==> config.mk <==
export PLATFORM = sky130hd
export DESIGN_NAME = mdio_phy_responder
export DESIGN_NICKNAME = d
export VERILOG_FILES = /design/src/rtl/mdio_pkg.sv /design/src/rtl/mdio_edge_sync.sv /design/src/rtl/mdio_phy_responder.sv
export SDC_FILE = /design/constraint.sdc
export NUM_CORES = 1
export LEC_CHECK = 0
export CAP_MARGIN = 30
export CORE_UTILIZATION = 35
export DETAILED_ROUTE_END_ITERATION = 8
export PLACE_DENSITY = 0.57
export SYNTH_ARGS = -nofsm -noshare
export SYNTH_HDL_FRONTEND = slang
export SYNTH_HIERARCHICAL = 1
export SYNTH_SLANG_ARGS = --single-unit
==> constraint.sdc <==
create_clock -name clk -period 2.9 [get_ports clk]
set_input_delay 0.29 -clock clk [delete_from_list [all_inputs] [get_ports clk]]
set_output_delay 0.29 -clock clk [all_outputs]
set_load 0.01 [all_outputs]
==> src/rtl/mdio_pkg.sv <==
// Shared definitions for the Clause-22 MDIO PHY responder: frame states,
// opcode values, fixed register indices and frame field widths.
package mdio_pkg;

  typedef enum logic [2:0] {
    S_PRE,
    S_ST,
    S_OP,
    S_PHYAD,
    S_REGAD,
    S_TA,
    S_WDATA,
    S_RDATA
  } mdio_state_e;

  localparam logic [1:0] OP_READ  = 2'b10;
  localparam logic [1:0] OP_WRITE = 2'b01;

  localparam logic [4:0] REG_CTRL = 5'd0;
  localparam logic [4:0] REG_STAT = 5'd1;
  localparam logic [4:0] REG_ID1  = 5'd2;
  localparam logic [4:0] REG_ID2  = 5'd3;

  localparam int unsigned OP_W    = 2;
  localparam int unsigned PHYAD_W = 5;
  localparam int unsigned REGAD_W = 5;
  localparam int unsigned TA_W    = 2;
  localparam int unsigned DATA_W  = 16;

  // Registers 1..3 are fixed identity/status words and ignore writes.
  function automatic logic is_const_reg(input logic [4:0] addr);
    return (addr == REG_STAT) || (addr == REG_ID1) || (addr == REG_ID2);
  endfunction

endpackage

==> src/rtl/mdio_edge_sync.sv <==
// Brings mdc and md_in into the clk domain and flags each mdc rising edge,
// presenting the synchronized md_in value in the same clk as the edge pulse.
module mdio_edge_sync (
  input  logic clk,
  input  logic reset_n,
  input  logic mdc,
  input  logic md_in,
  output logic bit_edge,
  output logic md_bit
);

  logic mdc_meta, mdc_sync, mdc_last;
  logic md_meta, md_sync;

  always_ff @(posedge clk or negedge reset_n) begin
    if (!reset_n) begin
      mdc_meta <= 1'b0;
      mdc_sync <= 1'b0;
      mdc_last <= 1'b0;
      md_meta  <= 1'b0;
      md_sync  <= 1'b0;
    end else begin
      mdc_meta <= mdc;
      mdc_sync <= mdc_meta;
      mdc_last <= mdc_sync;
      md_meta  <= md_in;
      md_sync  <= md_meta;
    end
  end

  assign bit_edge = mdc_sync & ~mdc_last;
  assign md_bit   = md_sync;

endmodule

==> src/rtl/mdio_phy_responder.sv <==
// Clause-22 MDIO target: decodes MAC frames on mdc/md, serves a 32x16
// register file (regs 1..3 constant) and drives read data back on the pad.
module mdio_phy_responder
  import mdio_pkg::*;
#(
  parameter logic [4:0]  PHY_ADDR     = 5'd1,
  parameter int          PREAMBLE_LEN = 32,
  parameter logic [15:0] REG0_DEFAULT = 16'h3100,
  parameter logic [15:0] REG1_VALUE   = 16'h786D,
  parameter logic [15:0] PHY_ID1      = 16'h0022,
  parameter logic [15:0] PHY_ID2      = 16'h1619
) (
  input  logic        clk,
  input  logic        reset_n,
  input  logic        mdc,
  input  logic        md_in,
  output logic        md_out,
  output logic        md_oe,
  output logic        wr_valid,
  output logic [4:0]  wr_addr,
  output logic [15:0] wr_data,
  output logic        rd_valid
);

  localparam int unsigned CNT_W = $clog2(PREAMBLE_LEN + 1);
  localparam logic [CNT_W-1:0] PRE_FULL = CNT_W'(PREAMBLE_LEN);

  logic bit_edge, md_bit;

  mdio_edge_sync u_sync (
    .clk      (clk),
    .reset_n  (reset_n),
    .mdc      (mdc),
    .md_in    (md_in),
    .bit_edge (bit_edge),
    .md_bit   (md_bit)
  );

  mdio_state_e          state;
  logic [CNT_W-1:0]     pre_cnt;
  logic [3:0]           bit_cnt;
  logic                 op_hi;
  logic                 is_read;
  logic                 match;
  logic [PHYAD_W-1:0]   phyad;
  logic [REGAD_W-1:0]   regad;
  logic [DATA_W-1:0]    shreg;
  logic [DATA_W-1:0]    regs [32];

  logic [REGAD_W-1:0]   regad_next;
  logic [DATA_W-1:0]    rd_word;
  logic [DATA_W-1:0]    wr_word;

  assign regad_next = {regad[REGAD_W-2:0], md_bit};
  assign wr_word    = {shreg[DATA_W-2:0], md_bit};

  // Read word is captured on the last REGAD bit, so decode the incoming address.
  always_comb begin
    rd_word = regs[regad_next];
    case (regad_next)
      REG_CTRL: rd_word = {1'b0, regs[REG_CTRL][DATA_W-2:0]};
      REG_STAT: rd_word = REG1_VALUE;
      REG_ID1:  rd_word = PHY_ID1;
      REG_ID2:  rd_word = PHY_ID2;
      default:  rd_word = regs[regad_next];
    endcase
  end

  always_ff @(posedge clk or negedge reset_n) begin
    if (!reset_n) begin
      state    <= S_PRE;
      pre_cnt  <= '0;
      bit_cnt  <= '0;
      op_hi    <= 1'b0;
      is_read  <= 1'b0;
      match    <= 1'b0;
      phyad    <= '0;
      regad    <= '0;
      shreg    <= '0;
      md_out   <= 1'b0;
      md_oe    <= 1'b0;
      wr_valid <= 1'b0;
      wr_addr  <= '0;
      wr_data  <= '0;
      rd_valid <= 1'b0;
      for (int unsigned i = 0; i < 32; i++) regs[i] <= '0;
      regs[REG_CTRL] <= REG0_DEFAULT;
    end else begin
      wr_valid <= 1'b0;
      rd_valid <= 1'b0;
      if (bit_edge) begin
        case (state)
          S_PRE: begin
            if (md_bit) begin
              if (pre_cnt != PRE_FULL) pre_cnt <= pre_cnt + 1'b1;
            end else begin
              if (pre_cnt == PRE_FULL) state <= S_ST;
              pre_cnt <= '0;
            end
          end
          S_ST: begin
            bit_cnt <= '0;
            state   <= md_bit ? S_OP : S_PRE;
          end
          S_OP: begin
            op_hi <= md_bit;
            if (bit_cnt == 4'd1) begin
              bit_cnt <= '0;
              case ({op_hi, md_bit})
                OP_READ:  begin is_read <= 1'b1; state <= S_PHYAD; end
                OP_WRITE: begin is_read <= 1'b0; state <= S_PHYAD; end
                default:  state <= S_PRE;
              endcase
            end else begin
              bit_cnt <= bit_cnt + 1'b1;
            end
          end
          S_PHYAD: begin
            phyad <= {phyad[PHYAD_W-2:0], md_bit};
            if (bit_cnt == 4'(PHYAD_W - 1)) begin
              bit_cnt <= '0;
              state   <= S_REGAD;
            end else begin
              bit_cnt <= bit_cnt + 1'b1;
            end
          end
          S_REGAD: begin
            regad <= regad_next;
            if (bit_cnt == 4'(REGAD_W - 1)) begin
              bit_cnt <= '0;
              match   <= (phyad == PHY_ADDR);
              shreg   <= rd_word;
              state   <= S_TA;
            end else begin
              bit_cnt <= bit_cnt + 1'b1;
            end
          end
          S_TA: begin
            if (bit_cnt == 4'd0) begin
              bit_cnt <= 4'd1;
              if (match && is_read) begin
                md_oe  <= 1'b1;
                md_out <= 1'b0;
              end else if (match && !md_bit) begin
                state <= S_PRE;
              end
            end else begin
              bit_cnt <= '0;
              if (match && is_read) begin
                md_out <= shreg[DATA_W-1];
                shreg  <= {shreg[DATA_W-2:0], 1'b0};
                state  <= S_RDATA;
              end else if (match && md_bit) begin
                state <= S_PRE;
              end else begin
                state <= S_WDATA;
              end
            end
          end
          S_RDATA: begin
            if (bit_cnt == 4'(DATA_W - 1)) begin
              md_oe    <= 1'b0;
              md_out   <= 1'b0;
              rd_valid <= 1'b1;
              bit_cnt  <= '0;
              state    <= S_PRE;
            end else begin
              md_out  <= shreg[DATA_W-1];
              shreg   <= {shreg[DATA_W-2:0], 1'b0};
              bit_cnt <= bit_cnt + 1'b1;
            end
          end
          S_WDATA: begin
            shreg <= wr_word;
            if (bit_cnt == 4'(DATA_W - 1)) begin
              bit_cnt <= '0;
              state   <= S_PRE;
              // Mismatched frames of either opcode end here without side effects.
              if (match) begin
                wr_valid <= 1'b1;
                wr_addr  <= regad;
                wr_data  <= wr_word;
                if (regad == REG_CTRL) begin
                  if (wr_word[DATA_W-1]) begin
                    regs[REG_CTRL] <= REG0_DEFAULT;
                    for (int unsigned i = 4; i < 32; i++) regs[i] <= '0;
                  end else begin
                    regs[REG_CTRL] <= wr_word;
                  end
                end else if (!is_const_reg(regad)) begin
                  regs[regad] <= wr_word;
                end
              end
            end else begin
              bit_cnt <= bit_cnt + 1'b1;
            end
          end
          default: state <= S_PRE;
        endcase
      end
    end
  end

endmodule

* Yosys cells after proc, flatten, opt, wreduce, memory -nomap -nowiden
Index checks and enable logic that the tools add are counted.
Word-level totals: bits in registers 584, input bits 4, output and inout bits 25, word-level logic and storage cells 188
Operators by class: add/subtract/negate cells 2, $lt $le $gt $ge 3, equal/unequal tests 37, multiplexer cells 55, bitwise logic cells 6, reduce and logical (&&, ||, !) cells 33
Operators by type and width (number):
- two-way mux 448 bit | 2
- bitwise mux 512 bit | 1
- two-way mux 512 bit | 1
- two-way mux 16 bit | 8
- one-hot mux 16 bit (4 select lines) | 2
- binary-select mux 16 bit (select 5 bit) | 1
- demux 16 bit (select 5 bit) | 1
- two-way mux 3 bit | 11
- inequality test 2 bit (second input constant) | 13
- one-hot mux 3 bit (7 select lines) | 1
- equality test 5 x 2 -> 1 bit (second input constant) | 4
- one-hot mux 4 bit (5 select lines) | 1
- AND reduction 6 bit | 3
- equality test 5 x 1 -> 1 bit (second input constant) | 3
- two-way mux 1 bit | 15
- two-way mux 15 bit | 1
- equality test 3 bit (second input constant) | 4
- greater-or-equal comparator 6 bit (second input constant) | 2
- two-way mux 4 bit | 3
- two-way mux 6 bit | 2
- NOT 5 -> 6 bit | 2
- logical NOT 5 bit | 2
- AND reduction 5 bit | 2
- AND reduction 3 bit | 3
- other kinds (30) | 48

* Logic depth before layout (Yosys ltp)
depth after elaboration 8, mapped depth 10, mapped depth without buffers 7

* Modules after synthesis
Netlist, hierarchy kept.
Modules (own cells, without submodules):
- mdio_phy_responder | instances 1, cells each 2468, area an instance 24841.3 µm²
- mdio_edge_sync | instances 1, cells each 6, area an instance 138.9 µm²

* Worst setup path after synthesis
Ideal clock, no wire load.
path type reg2reg, start register bit_cnt[0], end register state[0], data arrival time 2.035 ns, setup slack 0.740 ns, stages on the path, launching flop included 8, path buffers 0, period minus slack after synthesis 2.160 ns, cells stage by stage dfrtp_1 > inv_1 > ha_1 > or3b_1 > or3_1 > o211ai_1 > or2_1 > mux2_2
On the way: word-level cells in the longest chain between the ends 3
RTL lines:
- start: declaration | line mdio_phy_responder.sv:41 | logic [3:0] bit_cnt;
- start signal: assignment | line mdio_phy_responder.sv:115 | bit_cnt <= bit_cnt + 1'b1;
- start signal: assignment | line mdio_phy_responder.sv:124 | bit_cnt <= bit_cnt + 1'b1;
- start signal: assignment | line mdio_phy_responder.sv:135 | bit_cnt <= bit_cnt + 1'b1;
- equality test 4 x 3 -> 1 bit, or another cell as far along | line mdio_phy_responder.sv:120, mdio_phy_responder.sv:129
- inequality test 2 bit (no line), or another cell as far along
- AND reduction 9 bit (no line) or one-hot mux 3 bit (7 select lines) (tied branches)
- end signal: assignment | line mdio_phy_responder.sv:103 | state <= md_bit ? S_OP : S_PRE;
- end: declaration | line mdio_phy_responder.sv:39 | mdio_state_e state;
Several ways; a longest one is shown, not always the timed one. A chain may end at the register's enable or synchronous reset.

* Final worst setup path
start register bit_cnt[0], end register regs[118] (netlist name)
On the way: word-level cells in the longest chain between the ends 2
RTL lines:
- equality test 4 bit | line mdio_phy_responder.sv:175 | if (bit_cnt == 4'(DATA_W - 1)) begin
- AND reduction 6 bit (no line)
- end signal: indexed assignment | line mdio_phy_responder.sv:188 | regs[REG_CTRL] <= wr_word;
- end signal: indexed assignment | line mdio_phy_responder.sv:191 | regs[regad] <= wr_word;
- end: declaration | line mdio_phy_responder.sv:48 | logic [DATA_W-1:0] regs [32];
No other way between the ends.

==> flow_summary.yaml <==
floorplan:
  core_um2: 70300
  rows: 97
  die_x_um: 269
  io_pins: 29
  die-area_um2: 72400
  initial_core_util: 0.355
  die_y_um: 269
worst_setup_path:
  reg2reg_to: "regs[118]$_DFFE_PN0P_"
  critical_path_arrival_ns: 3.36
  cp_slowest_cell: "buf_12"
  worstPathCellList: "ha_1 > and3_1 > nand4_1 > clkinv_1 > nand3_4 > buf_12 > nand3_1 > o21ai_0"
  cp_top_family: "simple AND/OR/NAND/NOR gates"
  crit_start: "bit_cnt[0]$_DFFE_PN0P_"
  rrSetupSlack_ns: 0.08
  path_depth: 8
  cp.buffers_inverters: 2
  crit_end: "regs[118]$_DFFE_PN0P_"
  cp-start-kind: "register"
  end_kind: "register"
  worstPathRequired_ns: 3.44
  cp_max_fo: 256
  r2r_cells: 8
  timing.rr.start: "bit_cnt[0]$_DFFE_PN0P_"
  max_stage_delay_ns: 0.52
  crit_type: "register to register"
placement:
  place_hpwl_mm: 46.6
  port_buffers: 28
  dpl-instance-area_um2: 26500
  globalplace.congestion: 0.867
  dp.cells: 3305
layout:
  diodes: 0
  fin_cells: 3411
  drive_gt1_frac: 0.132
  post-route-util: 0.405
  area_growth_pct: 13.8
  layout.nets: 2435
  final_area_um2: 28400
cts:
  cts_root_buf: "clkbuf_16"
  cts_tree: "done"
  clock_insertion_delay_worst_skew_ns: 0.64
  clockBufferDepth: 3
  htree_levels: 2
  ctsResizeCount: 0
  cts_sinks: 535
  cts_made_buffers: 57
  clk_pin_slew_worst_paths_ns: 0.06
timing:
  rsz0062_at_grt: "false"
  min_period_ns: 2.82
  maxSlewViolCount: 46
  holdWs_ns: 0.100
  hold_viol: 0
  slew_headroom: -0.00398
  finalClockSkew_ns: 0.0259
  fmax_ghz: 0.354
  fin_crit_sh: 0.973
  worst_pin_slew_ns: 1.51
  setup_viol: 0
  setup_tns_ns: 0
power_and_ir_drop:
  p_leak_nw: 12.2
  vdd_drop_max_mv: 0.469
  power.density_nw_per_um2: 545
status:
  violations: "max-slew violations"
  outcome: "finished with violations"
grt:
  grt_pass1_wl_mm: 117
  grt_usage: 0.206
  grt.overflow.total: 0
  first_global_vias: 19045
  antenna_found_initial: 0
  grt_max_degree: 257
drt:
  route.antenna.remaining_nets: 0
  vias: 19325
  firstDrtPassIters: 8
  drc_errors: 0
  wirelength_mm: 74.3
  wl_per_cell_um: 21.8
  drtIter0Drc: 1870
  routed_via_density: 5.67
synthesis:
  synth_seq_cells: 535
  synth_edf_count: 0
  yosysSeqAreaShare: 0.536
  synth_area_um2: 25000
  syn_area_per_cell_um2: 10.1
  async_reset_ff_frac: 1.00
  synthCells: 2474
  yosys.cell_types.count: 68
  yosysWarnings: 6
  syn_nets: 2484
  synth_ff_type: "dfrtp_1"
hold_path:
  min-delay-start: "mdc"
  hp-class: "primary input to register"
job:
  cap_violations: 0
==> metal layers <==
layer  routed length (µm)  global-route usage  vias to the layer above
met5                    0                   0                        -
met4                 2140              0.0692                        0
met3                 4460              0.0326                      125
met2                34700               0.329                      629
met1                33000               0.285                     9757
li1                     -                   -                     8814
==> cell type report <==
type / count / area [µm²]
sequential: 535 / 13400
multi-input combinational: 1653 / 10200
clock inverter: 10 / 134
fill: 6681 / 41800
tap: 940 / 1180
inverter: 19 / 71.3
clock buffer: 95 / 1820
timing repair buffer: 159 / 1620
==> sequential cells by signal (all words and copies together), names as in the netlist <==
| name | flops |
|---|---|
| u_sync/mdc_sync | 1 |
| regad | 5 |
| rd_valid | 1 |
| bit_cnt | 4 |
| u_sync/md_bit | 1 |
| u_sync/mdc_last | 1 |
| regs | 463 |
| match | 1 |
| phyad | 5 |
| shreg | 16 |
| pre_cnt | 6 |
| wr_addr | 5 |
| wr_valid | 1 |
| state | 3 |
| wr_data | 16 |
| md_out | 1 |
| is_read | 1 |
| u_sync/mdc_meta | 1 |
| op_hi | 1 |
| u_sync/md_meta | 1 |
| md_oe | 1 |
==> worst min-delay path by stage <==
stage,endpoint,slack (ns),cells past startpoint
after global routing,u_sync/mdc_meta$_DFF_PN0_,0.1,1
final,u_sync/mdc_meta$_DFF_PN0_,0.10,1
after floorplan,bit_cnt[0]$_DFFE_PN0P_,-0.006,0
after CTS,u_sync/mdc_meta$_DFF_PN0_,0.08,1
after global placement,pre_cnt[5]$_DFFE_PN0P_,0.25,1
after detailed placement,pre_cnt[5]$_DFFE_PN0P_,0.26,1
==> worst register-to-register path: cells and delay by family, from the launching register on <==
kind | cells | cell delay (ns)
simple gates | 4 | 1.25
buf+inv | 2 | 0.69
flops | 1 | 0.43
compound gates | 1 | 0.14
fa+ha+maj | 1 | 0.23
==> cell families after synthesis <==
group,share of synthesized area
buf+inv,0.0569
compound gates,0.143
flops,0.536
mux,0.0997
simple gates,0.161
fa+ha+maj,0.00301
==> repair_timing <==
action / CTS / global route
hold buffers: 1 / 0
setup endpoints to repair: 0 / 0
endpoints found under the hold margin: 36 / 0
buffers inserted: 0 / 0
==> power by group <==
group	total, W	leakage (nW)	internal (W)	switching [W]
Clock	0.00756	0.959	0.00451	0.00305
Sequential	0.00752	7.44	0.00749	0.0000350
Combinational	0.000396	3.76	0.000130	0.000266
==> cells in the mapped netlist (all sizes together), types with 18 or more instances <==
library cell  count  area, µm²
dfrtp           532      13300
o21ai           456       2280
nand3           425       2130
nand2           262        983
clkbuf          145        544
buf             122        806
mux2i            88        881
mux4             62       1400
nor2             61        236
a22o             29        254
a22oi            28        210
nor3             25        135
o22ai            25        156
a21oi            19       95.1
mux2             19        214
inv              18       67.6
==> placed cells by master (no fill, tap or decap), types with 7 or more instances in the layout <==
master and instances:
mux2i_1 88, a21oi_1 19, dfrtp_1 529, inv_1 18, nand4_1 15, nor2_1 59, mux2_2 19, o41ai_1 8
o21ai_0 373, a22o_1 29, o22ai_1 25, a22oi_1 28, nand3b_1 13, o21ai_1 82, nor4_1 7, nand3_1 424
buf_4 102, nand2_1 262, buf_12 28, clkbuf_16 59, clkdlybuf4s50_1 27, nor3_1 21, mux4_2 62, clkbuf_1 15
clkbuf_8 21, and2_1 9, and3_1 7, a221oi_1 7
==> metrics by stage <==
step / power (W) / setup slack (ns)
6_report: 0.0155 / 0.0773
5_1_grt: 0.0160 / 0.0103
4_1_cts: 0.0156 / 0.133
3_5_place_dp: 0.00807 / 0.154
3_3_place_gp: 0.00806 / 0.138
2_1_floorplan: 0.00783 / 0.740
Power figures use the tool's default switching activity.
